--- config.mk ---
export PLATFORM = sky130hd
export DESIGN_NAME = multicycle_ctrl
export DESIGN_NICKNAME = d
export VERILOG_FILES = /design/src/rtl/multicycle_ctrl_pkg.sv /design/src/rtl/multicycle_ctrl_alu_func_dec.sv /design/src/rtl/multicycle_ctrl.sv
export SDC_FILE = /design/constraint.sdc
export NUM_CORES = 1
export LEC_CHECK = 0
export CORE_MARGIN = 5
export CORE_UTILIZATION = 45
export DETAILED_ROUTE_END_ITERATION = 10
export DONT_BUFFER_PORTS = 1
export HOLD_SLACK_MARGIN = 0.08
export MAX_ROUTING_LAYER = met4
export RECOVER_POWER = 25
export SYNTH_ARGS = -nofsm -noshare
export SYNTH_HDL_FRONTEND = slang
export SYNTH_SLANG_ARGS = --single-unit
export TNS_END_PERCENT = 10
--- constraint.sdc ---
create_clock -name clk -period 1.95 [get_ports clk]
set_input_delay 0.39 -clock clk [delete_from_list [all_inputs] [get_ports clk]]
set_output_delay 0.39 -clock clk [all_outputs]
set_load 0.005 [all_outputs]
--- src/rtl/multicycle_ctrl_pkg.sv ---
// Shared encodings for the multicycle MIPS control path: FSM states, instruction
// classes, opcode/funct values and ALU function bit positions.
package multicycle_ctrl_pkg;

    typedef enum logic [2:0] {
        ST_FETCH  = 3'd0,
        ST_DECODE = 3'd1,
        ST_EXEC   = 3'd2,
        ST_MEM    = 3'd3,
        ST_WB     = 3'd4
    } state_e;

    typedef enum logic [1:0] {
        SEL_CALCU = 2'b00,
        SEL_LOAD  = 2'b01,
        SEL_SAVE  = 2'b10,
        SEL_BEQ   = 2'b11
    } sel_e;

    localparam logic [5:0] OP_RTYPE = 6'h00;
    localparam logic [5:0] OP_LW    = 6'h23;
    localparam logic [5:0] OP_SW    = 6'h2B;
    localparam logic [5:0] OP_BEQ   = 6'h04;

    localparam logic [5:0] FN_ADD  = 6'h20;
    localparam logic [5:0] FN_ADDU = 6'h21;
    localparam logic [5:0] FN_SUB  = 6'h22;
    localparam logic [5:0] FN_SUBU = 6'h23;
    localparam logic [5:0] FN_AND  = 6'h24;
    localparam logic [5:0] FN_OR   = 6'h25;
    localparam logic [5:0] FN_XOR  = 6'h26;
    localparam logic [5:0] FN_NOR  = 6'h27;
    localparam logic [5:0] FN_SLT  = 6'h2A;
    localparam logic [5:0] FN_SLTU = 6'h2B;
    localparam logic [5:0] FN_SLL  = 6'h00;
    localparam logic [5:0] FN_SRL  = 6'h02;
    localparam logic [5:0] FN_SRA  = 6'h03;

    // One-hot ALU function bit positions; all-zero means ADD, bit 10 is reserved.
    localparam int unsigned FB_SUB  = 0;
    localparam int unsigned FB_AND  = 1;
    localparam int unsigned FB_OR   = 2;
    localparam int unsigned FB_XOR  = 3;
    localparam int unsigned FB_NOR  = 4;
    localparam int unsigned FB_SLT  = 5;
    localparam int unsigned FB_SLTU = 6;
    localparam int unsigned FB_SLL  = 7;
    localparam int unsigned FB_SRL  = 8;
    localparam int unsigned FB_SRA  = 9;

endpackage

--- src/rtl/multicycle_ctrl_alu_func_dec.sv ---
// Combinational R-type funct decoder: produces the one-hot ALU function code and
// a valid flag that is low for any funct the ALU does not support.
module alu_func_dec
    import multicycle_ctrl_pkg::*;
#(
    parameter int unsigned FUNC_SIZE = 11
) (
    input  logic [5:0]           funct,
    output logic [FUNC_SIZE-1:0] func,
    output logic                 valid
);

    always_comb begin
        func  = '0;
        valid = 1'b1;
        case (funct)
            FN_ADD, FN_ADDU: ;
            FN_SUB, FN_SUBU: func[FB_SUB]  = 1'b1;
            FN_AND:          func[FB_AND]  = 1'b1;
            FN_OR:           func[FB_OR]   = 1'b1;
            FN_XOR:          func[FB_XOR]  = 1'b1;
            FN_NOR:          func[FB_NOR]  = 1'b1;
            FN_SLT:          func[FB_SLT]  = 1'b1;
            FN_SLTU:         func[FB_SLTU] = 1'b1;
            FN_SLL:          func[FB_SLL]  = 1'b1;
            FN_SRL:          func[FB_SRL]  = 1'b1;
            FN_SRA:          func[FB_SRA]  = 1'b1;
            default:         valid = 1'b0;
        endcase
    end

endmodule

--- src/rtl/multicycle_ctrl.sv ---
// Main FETCH/DECODE/EXEC/MEM/WB control FSM for the multicycle MIPS datapath.
// Optional memory-ack watchdog with sticky bus_err: define CTRL_WATCHDOG_EN.
module multicycle_ctrl
    import multicycle_ctrl_pkg::*;
#(
    parameter int unsigned FUNC_SIZE = 11,
    parameter int unsigned TIMEOUT   = 255,
    parameter int unsigned TO_W      = 8
) (
    input  logic                 clk,
    input  logic                 rst,
    input  logic [5:0]           opcode,
    input  logic [5:0]           funct,
    input  logic                 zero,
    input  logic                 mem_ack,
    output logic                 mem_req,
    output logic                 mem_we,
    output logic                 iord,
    output logic                 ir_we,
    output logic                 pc_we,
    output logic                 pc_br,
    output logic                 reg_we,
    output logic                 reg_dst,
    output logic                 mem_to_reg,
    output logic [1:0]           sel,
    output logic [FUNC_SIZE-1:0] func,
`ifdef CTRL_WATCHDOG_EN
    output logic                 bus_err,
`endif
    output logic                 retire,
    output logic                 illegal
);

    state_e                 state_q, state_d;
    sel_e                   cls_q, cls_d;
    logic [FUNC_SIZE-1:0]   func_q, func_d;
    logic [FUNC_SIZE-1:0]   dec_func;
    logic                   dec_valid;
    logic                   op_valid;
    logic                   wd_timeout;

    alu_func_dec #(.FUNC_SIZE(FUNC_SIZE)) u_dec (
        .funct (funct),
        .func  (dec_func),
        .valid (dec_valid)
    );

    assign op_valid = (opcode == OP_RTYPE) ? dec_valid
                    : (opcode == OP_LW) || (opcode == OP_SW) || (opcode == OP_BEQ);
    assign sel  = cls_q;
    assign func = func_q;

    // Outputs are forced low while rst is high so a pending request vanishes at once.
    always_comb begin
        state_d    = state_q;
        cls_d      = cls_q;
        func_d     = func_q;
        mem_req    = 1'b0;
        mem_we     = 1'b0;
        iord       = 1'b0;
        ir_we      = 1'b0;
        pc_we      = 1'b0;
        pc_br      = 1'b0;
        reg_we     = 1'b0;
        reg_dst    = 1'b0;
        mem_to_reg = 1'b0;
        retire     = 1'b0;
        illegal    = 1'b0;
        if (!rst) begin
            case (state_q)
                ST_FETCH: begin
                    if (wd_timeout) begin
                        state_d = ST_FETCH;
                    end else begin
                        mem_req = 1'b1;
                        if (mem_ack) begin
                            ir_we   = 1'b1;
                            pc_we   = 1'b1;
                            state_d = ST_DECODE;
                        end
                    end
                end
                ST_DECODE: begin
                    if (!op_valid) begin
                        illegal = 1'b1;
                        state_d = ST_FETCH;
                    end else begin
                        state_d = ST_EXEC;
                        func_d  = '0;
                        case (opcode)
                            OP_LW:  cls_d = SEL_LOAD;
                            OP_SW:  cls_d = SEL_SAVE;
                            OP_BEQ: begin
                                cls_d          = SEL_BEQ;
                                func_d[FB_SUB] = 1'b1;
                            end
                            default: begin
                                cls_d  = SEL_CALCU;
                                func_d = dec_func;
                            end
                        endcase
                    end
                end
                ST_EXEC: begin
                    case (cls_q)
                        SEL_CALCU:          state_d = ST_WB;
                        SEL_LOAD, SEL_SAVE: state_d = ST_MEM;
                        default: begin
                            pc_br   = zero;
                            retire  = 1'b1;
                            state_d = ST_FETCH;
                        end
                    endcase
                end
                ST_MEM: begin
                    if (wd_timeout) begin
                        state_d = ST_FETCH;
                    end else begin
                        mem_req = 1'b1;
                        iord    = 1'b1;
                        mem_we  = (cls_q == SEL_SAVE);
                        if (mem_ack) begin
                            if (cls_q == SEL_LOAD) begin
                                state_d = ST_WB;
                            end else begin
                                retire  = (cls_q == SEL_SAVE);
                                state_d = ST_FETCH;
                            end
                        end
                    end
                end
                ST_WB: begin
                    reg_we     = 1'b1;
                    reg_dst    = (cls_q == SEL_CALCU);
                    mem_to_reg = (cls_q == SEL_LOAD);
                    retire     = 1'b1;
                    state_d    = ST_FETCH;
                end
                default: state_d = ST_FETCH;
            endcase
        end
    end

    always_ff @(posedge clk or posedge rst) begin
        if (rst) begin
            state_q <= ST_FETCH;
            cls_q   <= SEL_CALCU;
            func_q  <= '0;
        end else begin
            state_q <= state_d;
            cls_q   <= cls_d;
            func_q  <= func_d;
        end
    end

`ifdef CTRL_WATCHDOG_EN
    logic [TO_W-1:0] wd_q, wd_d;
    logic            bus_err_q, bus_err_d;

    // Counter only runs while a request waits; any idle cycle or ack clears it.
    assign wd_timeout = (wd_q == TO_W'(TIMEOUT));
    assign bus_err    = bus_err_q;

    always_comb begin
        wd_d      = '0;
        bus_err_d = bus_err_q;
        if (wd_timeout) begin
            bus_err_d = 1'b1;
        end else if (mem_req && !mem_ack) begin
            wd_d = wd_q + 1'b1;
        end
    end

    always_ff @(posedge clk or posedge rst) begin
        if (rst) begin
            wd_q      <= '0;
            bus_err_q <= 1'b0;
        end else begin
            wd_q      <= wd_d;
            bus_err_q <= bus_err_d;
        end
    end
`else
    assign wd_timeout = 1'b0;
`endif

endmodule

==> results summary <==
The aggregate global routing overflow is 0. For the pin with the worst max-slew slack, the measured transition is ~0.7 ns. The clock network power share came out at ~20%. For the worst setup path, the data arrival time is approximately 1.5 ns.

STA puts the critical path data required time at around 1.6 ns. The worst stage delay on the critical path came out at 0.44 ns. 0 antenna diodes ended up in the layout. The placed wire-length estimate came out at roughly 1800 um. The initial core utilization came out at between 40% and 50%. Timing analysis after detailed placement gives a worst setup slack of 0.151 ns. The power density normalized to cell area is 771 nW/um^2.

The relative contribution of combinational cells to total power came out at just over 30%. The detail route stage leaves a number of antenna-violating nets equal to 0. The share of the core filled with cells in the final layout is approximately half. The cell count after placement came out at 138. The proportion of register bits with asynchronous set or reset after synthesis came out at 100%. The number of flip-flops and latches in the synthesized netlist is 15. The post-synthesis instance area came out at between 1000 and 1500 um^2. The number of buffers inserted by port buffering came out at 0. Setup repair after global routing could not meet its margin everywhere. Wires add up to 2200 um. On the critical path, the stage with the largest delay is an instance of dfrtp_1. The startpoint identified for the worst hold timing path is rst.

The maximum number of buffers from clock root to sink came out at 2. The worst hold path belongs to the class primary input to register. The startpoint identified for the worst register-to-register timing path is state_q[0]$_DFFE_PP0P_.

The hold violation total from the final report came out at 0. Summed over all cells, the static leakage comes to between 0.5 and 0.6 nW. The count of boundary I/O pins is 40. The area of the core came out at 2280 um^2. The share of the Yosys chip area taken by registers is between 30% and 40%. The clock sink count is 15. The clock input transition at the sequential cells of the worst setup and hold paths is around 0.090 ns. The switching power total is approximately 0.00032 W.

The first-pass iteration count of the detailed router is 4. The most used flip-flop cell after synthesis is dfrtp_1. Entering global routing, the biggest net connects 14 pins. The share of the clock period used by the worst path is a little over nine tenths. The synthesized netlist net count is 136.

The number of buffer and inverter instances along the worst setup path came out at 0. The switching part of the total came out at a little over a third. The synthesized area per cell is roughly 9.5 um^2. The initial detailed-routing violation count is 20. The maximum vdd ir drop is between 0.4 and 0.5 mV. Walking the worst path, the cells encountered are ha_1 -> nor2b_1 -> a31oi_1 -> nor3b_1 -> a21oi_1 -> nor2_1. Row generation in the floorplan step produced 17 rows. The proportion of layout cells with a drive suffix above 1 is 14.8%.

In the routed design, unresolved DRC markers number 0. The flow ran to the end, and the final reports show no timing, DRC or antenna violations. The worst setup path is launched from a register. The floorplan die width came out at approximately 60 um. The CTS tree is done.

The post-synthesis cell count came out at approximately 120. The congestion estimate from routability-driven global placement came to ~0.73. The most critical setup path has its startpoint at sel[0]$_DFFE_PP0P_. Along the worst path, the maximum fanout reaches 4.

STA classifies the critical path endpoint as a primary output. The number of cells in the finished layout apart from fillers came out at roughly 140. The max-capacitance violation count is 0. The number of different library cells used by synthesis comes to 38. The via count of the first global-routing pass is 737.

The insertion delay of the later-clocked pin in the worst-skew pair is about 0.28 ns. Using the TritonRoute via totals, the vias-per-cell ratio works out to about 5.4. In this run, synthesis inferred 0 flip-flops with an integrated enable.

The final worst slack came out at about 0.034 ns. The kind of cell adding the most delay to the critical path is flip-flops. The critical path is of the register to primary output type. The worst clock skew on the final layout came out at 0.00621 ns. The area overhead of the layout relative to synthesis is 2.40%. In this run the number of H-tree levels came out at 1. The total clock buffers created by CTS is 3. The die covers 3520 um^2. The routed wire length per instance is 15.4 um. For this run, the top clock speed supported by timing is ~520 MHz. The via count of the routed design is 778.

The initial antenna violation count came out at 0. Setup violations remaining at the end of the flow were counted as 0. The smallest clock period supported by the final layout is computed as between 1.5 and 2 ns. The sequential group share of total power is between 40% and 50%. The clock tree root driver cell is clkbuf_4. The cell-internal power is 0.000548 W. The global-route wire length before repair came out at around 3500 um. The die outline height came out at a little under 60 um. The combined global-route utilization of all metal layers came out at 13.4%. The total number of nets in the final design came out at between 100 and 150. The count of warnings emitted by yosys came out at 0. The worst-case headroom to the max-slew limit came out at between 50 and 60%. The max-slew violation count came out at 0.
==> repair_timing <==
action                                  CTS  global route
hold buffers                              1             0
endpoints found under the setup margin    1             3
pin swaps                                 0             0
endpoints found under the hold margin    15             0
buffers inserted                          0             0
resized for setup                         1             1
==> metrics by stage <==
| stage | hold WS, ns | instance area, um^2 | TNS [ns] | power (W) |
|---|---|---|---|---|
| 2_1_floorplan | 0.220 | 1090 | 0 | 0.000647 |
| 3_3_place_gp | 0.153 | 1080 | 0 | 0.000694 |
| 3_5_place_dp | 0.152 | 1080 | 0 | 0.000699 |
| 4_1_cts | 0.219 | 1120 | 0 | 0.000877 |
| 5_1_grt | 0.211 | 1120 | -0.0828 | 0.000938 |
| 6_report | 0.228 | 1120 | 0 | 0.000864 |
==> state kept, by name, indices dropped and copies added, names as in the netlist <==
register and cells:
state_q 3, func 10, sel 2
==> kinds of logic after synthesis <==
| family | after synthesis | synth area share, % |
|---|---|---|
| simple gates | 54 | 27.1 |
| fa+ha+maj | 5 | 5.72 |
| mux | 13 | 15.4 |
| flops | 15 | 34.3 |
| other cells | 1 | 0.343 |
| buf+inv | 11 | 6.75 |
| compound gates | 16 | 10.3 |
==> synthesized netlist by cell type (3+ instances only) <==
library cell	n	area share (%)
nor2_1	17	5.8
dfrtp_1	15	34
mux2_4	7	9.6
nand2_1	7	2.4
ha_1	5	5.7
and2_1	4	2.3
nor2b_1	4	2.3
nor3_1	4	1.8
o21ai_1	4	1.8
a21o_1	3	2.1
and3_1	3	1.7
inv_1	3	1.0
mux2_1	3	3.1
mux2i_1	3	2.7
==> power groups by stage <==
stage / Combinational [W] / Clock, W / Sequential [W]
floorplan: 0.000264 / 0 / 0.000383
global placement: 0.000270 / 0 / 0.000424
detailed placement: 0.000273 / 0 / 0.000426
CTS: 0.000275 / 0.000181 / 0.000421
global route: 0.000315 / 0.000196 / 0.000427
finish: 0.000269 / 0.000175 / 0.000420
==> layout by cell type (no fill, tap or decap), drive strengths merged, types with 2 or more instances in the layout <==
cell / instances
clkbuf: 5
nor3b: 2
nor4b: 2
ha: 5
nor3: 5
nand2: 7
o21ai: 6
and2: 4
mux2: 10
nand3: 2
nand4b: 2
mux2i: 3
nor4: 2
nand4: 2
and3: 3
nor2: 17
a2bb2oi: 2
inv: 4
dfrtp: 15
nor2b: 4
a21o: 3
==> cell type report <==
cell class | instances | area (um^2)
clock buffer | 4 | 26.3
fill | 209 | 1160
inverter | 4 | 15.0
multi-input combinational | 89 | 647
sequential | 15 | 375
tap | 28 | 35.0
timing repair buffer | 3 | 21.3
==> worst reg2reg max path, cell delays in order, from the launching register on <==
cell and delay (ns):
dfrtp_1 0.53, nor2b_1 0.20, nand2_1 0.09, and2b_4 0.40
mux2_1 0.36
==> final timing paths <==
| check | end | slack, ns | depth (start not counted) |
|---|---|---|---|
| hold reg to reg | func[3]$_DFFE_PP0P_ | 0.53 | 1 |
| min in group asynchronous | state_q[2]$_DFFE_PP0P_ | 0.45 | 2 |
| hold / removal | state_q[2]$_DFFE_PP0P_ | 0.23 | 1 |
| max in group asynchronous | func[1]$_DFFE_PP0P_ | 0.63 | 3 |
| setup / recovery | retire | 0.03 | 6 |
| setup reg to reg | func[1]$_DFFE_PP0P_ | 0.26 | 4 |
==> per-layer routing <==
layer / track usage, % / vias up / wire, um
met5: - / - / 0
met4: 6.80 / 0 / 43
met3: 3.92 / 5 / 152
met2: 19.2 / 23 / 998
met1: 17.0 / 350 / 1000
li1: - / 400 / -
No activity file was read; power rests on OpenSTA's default activity.
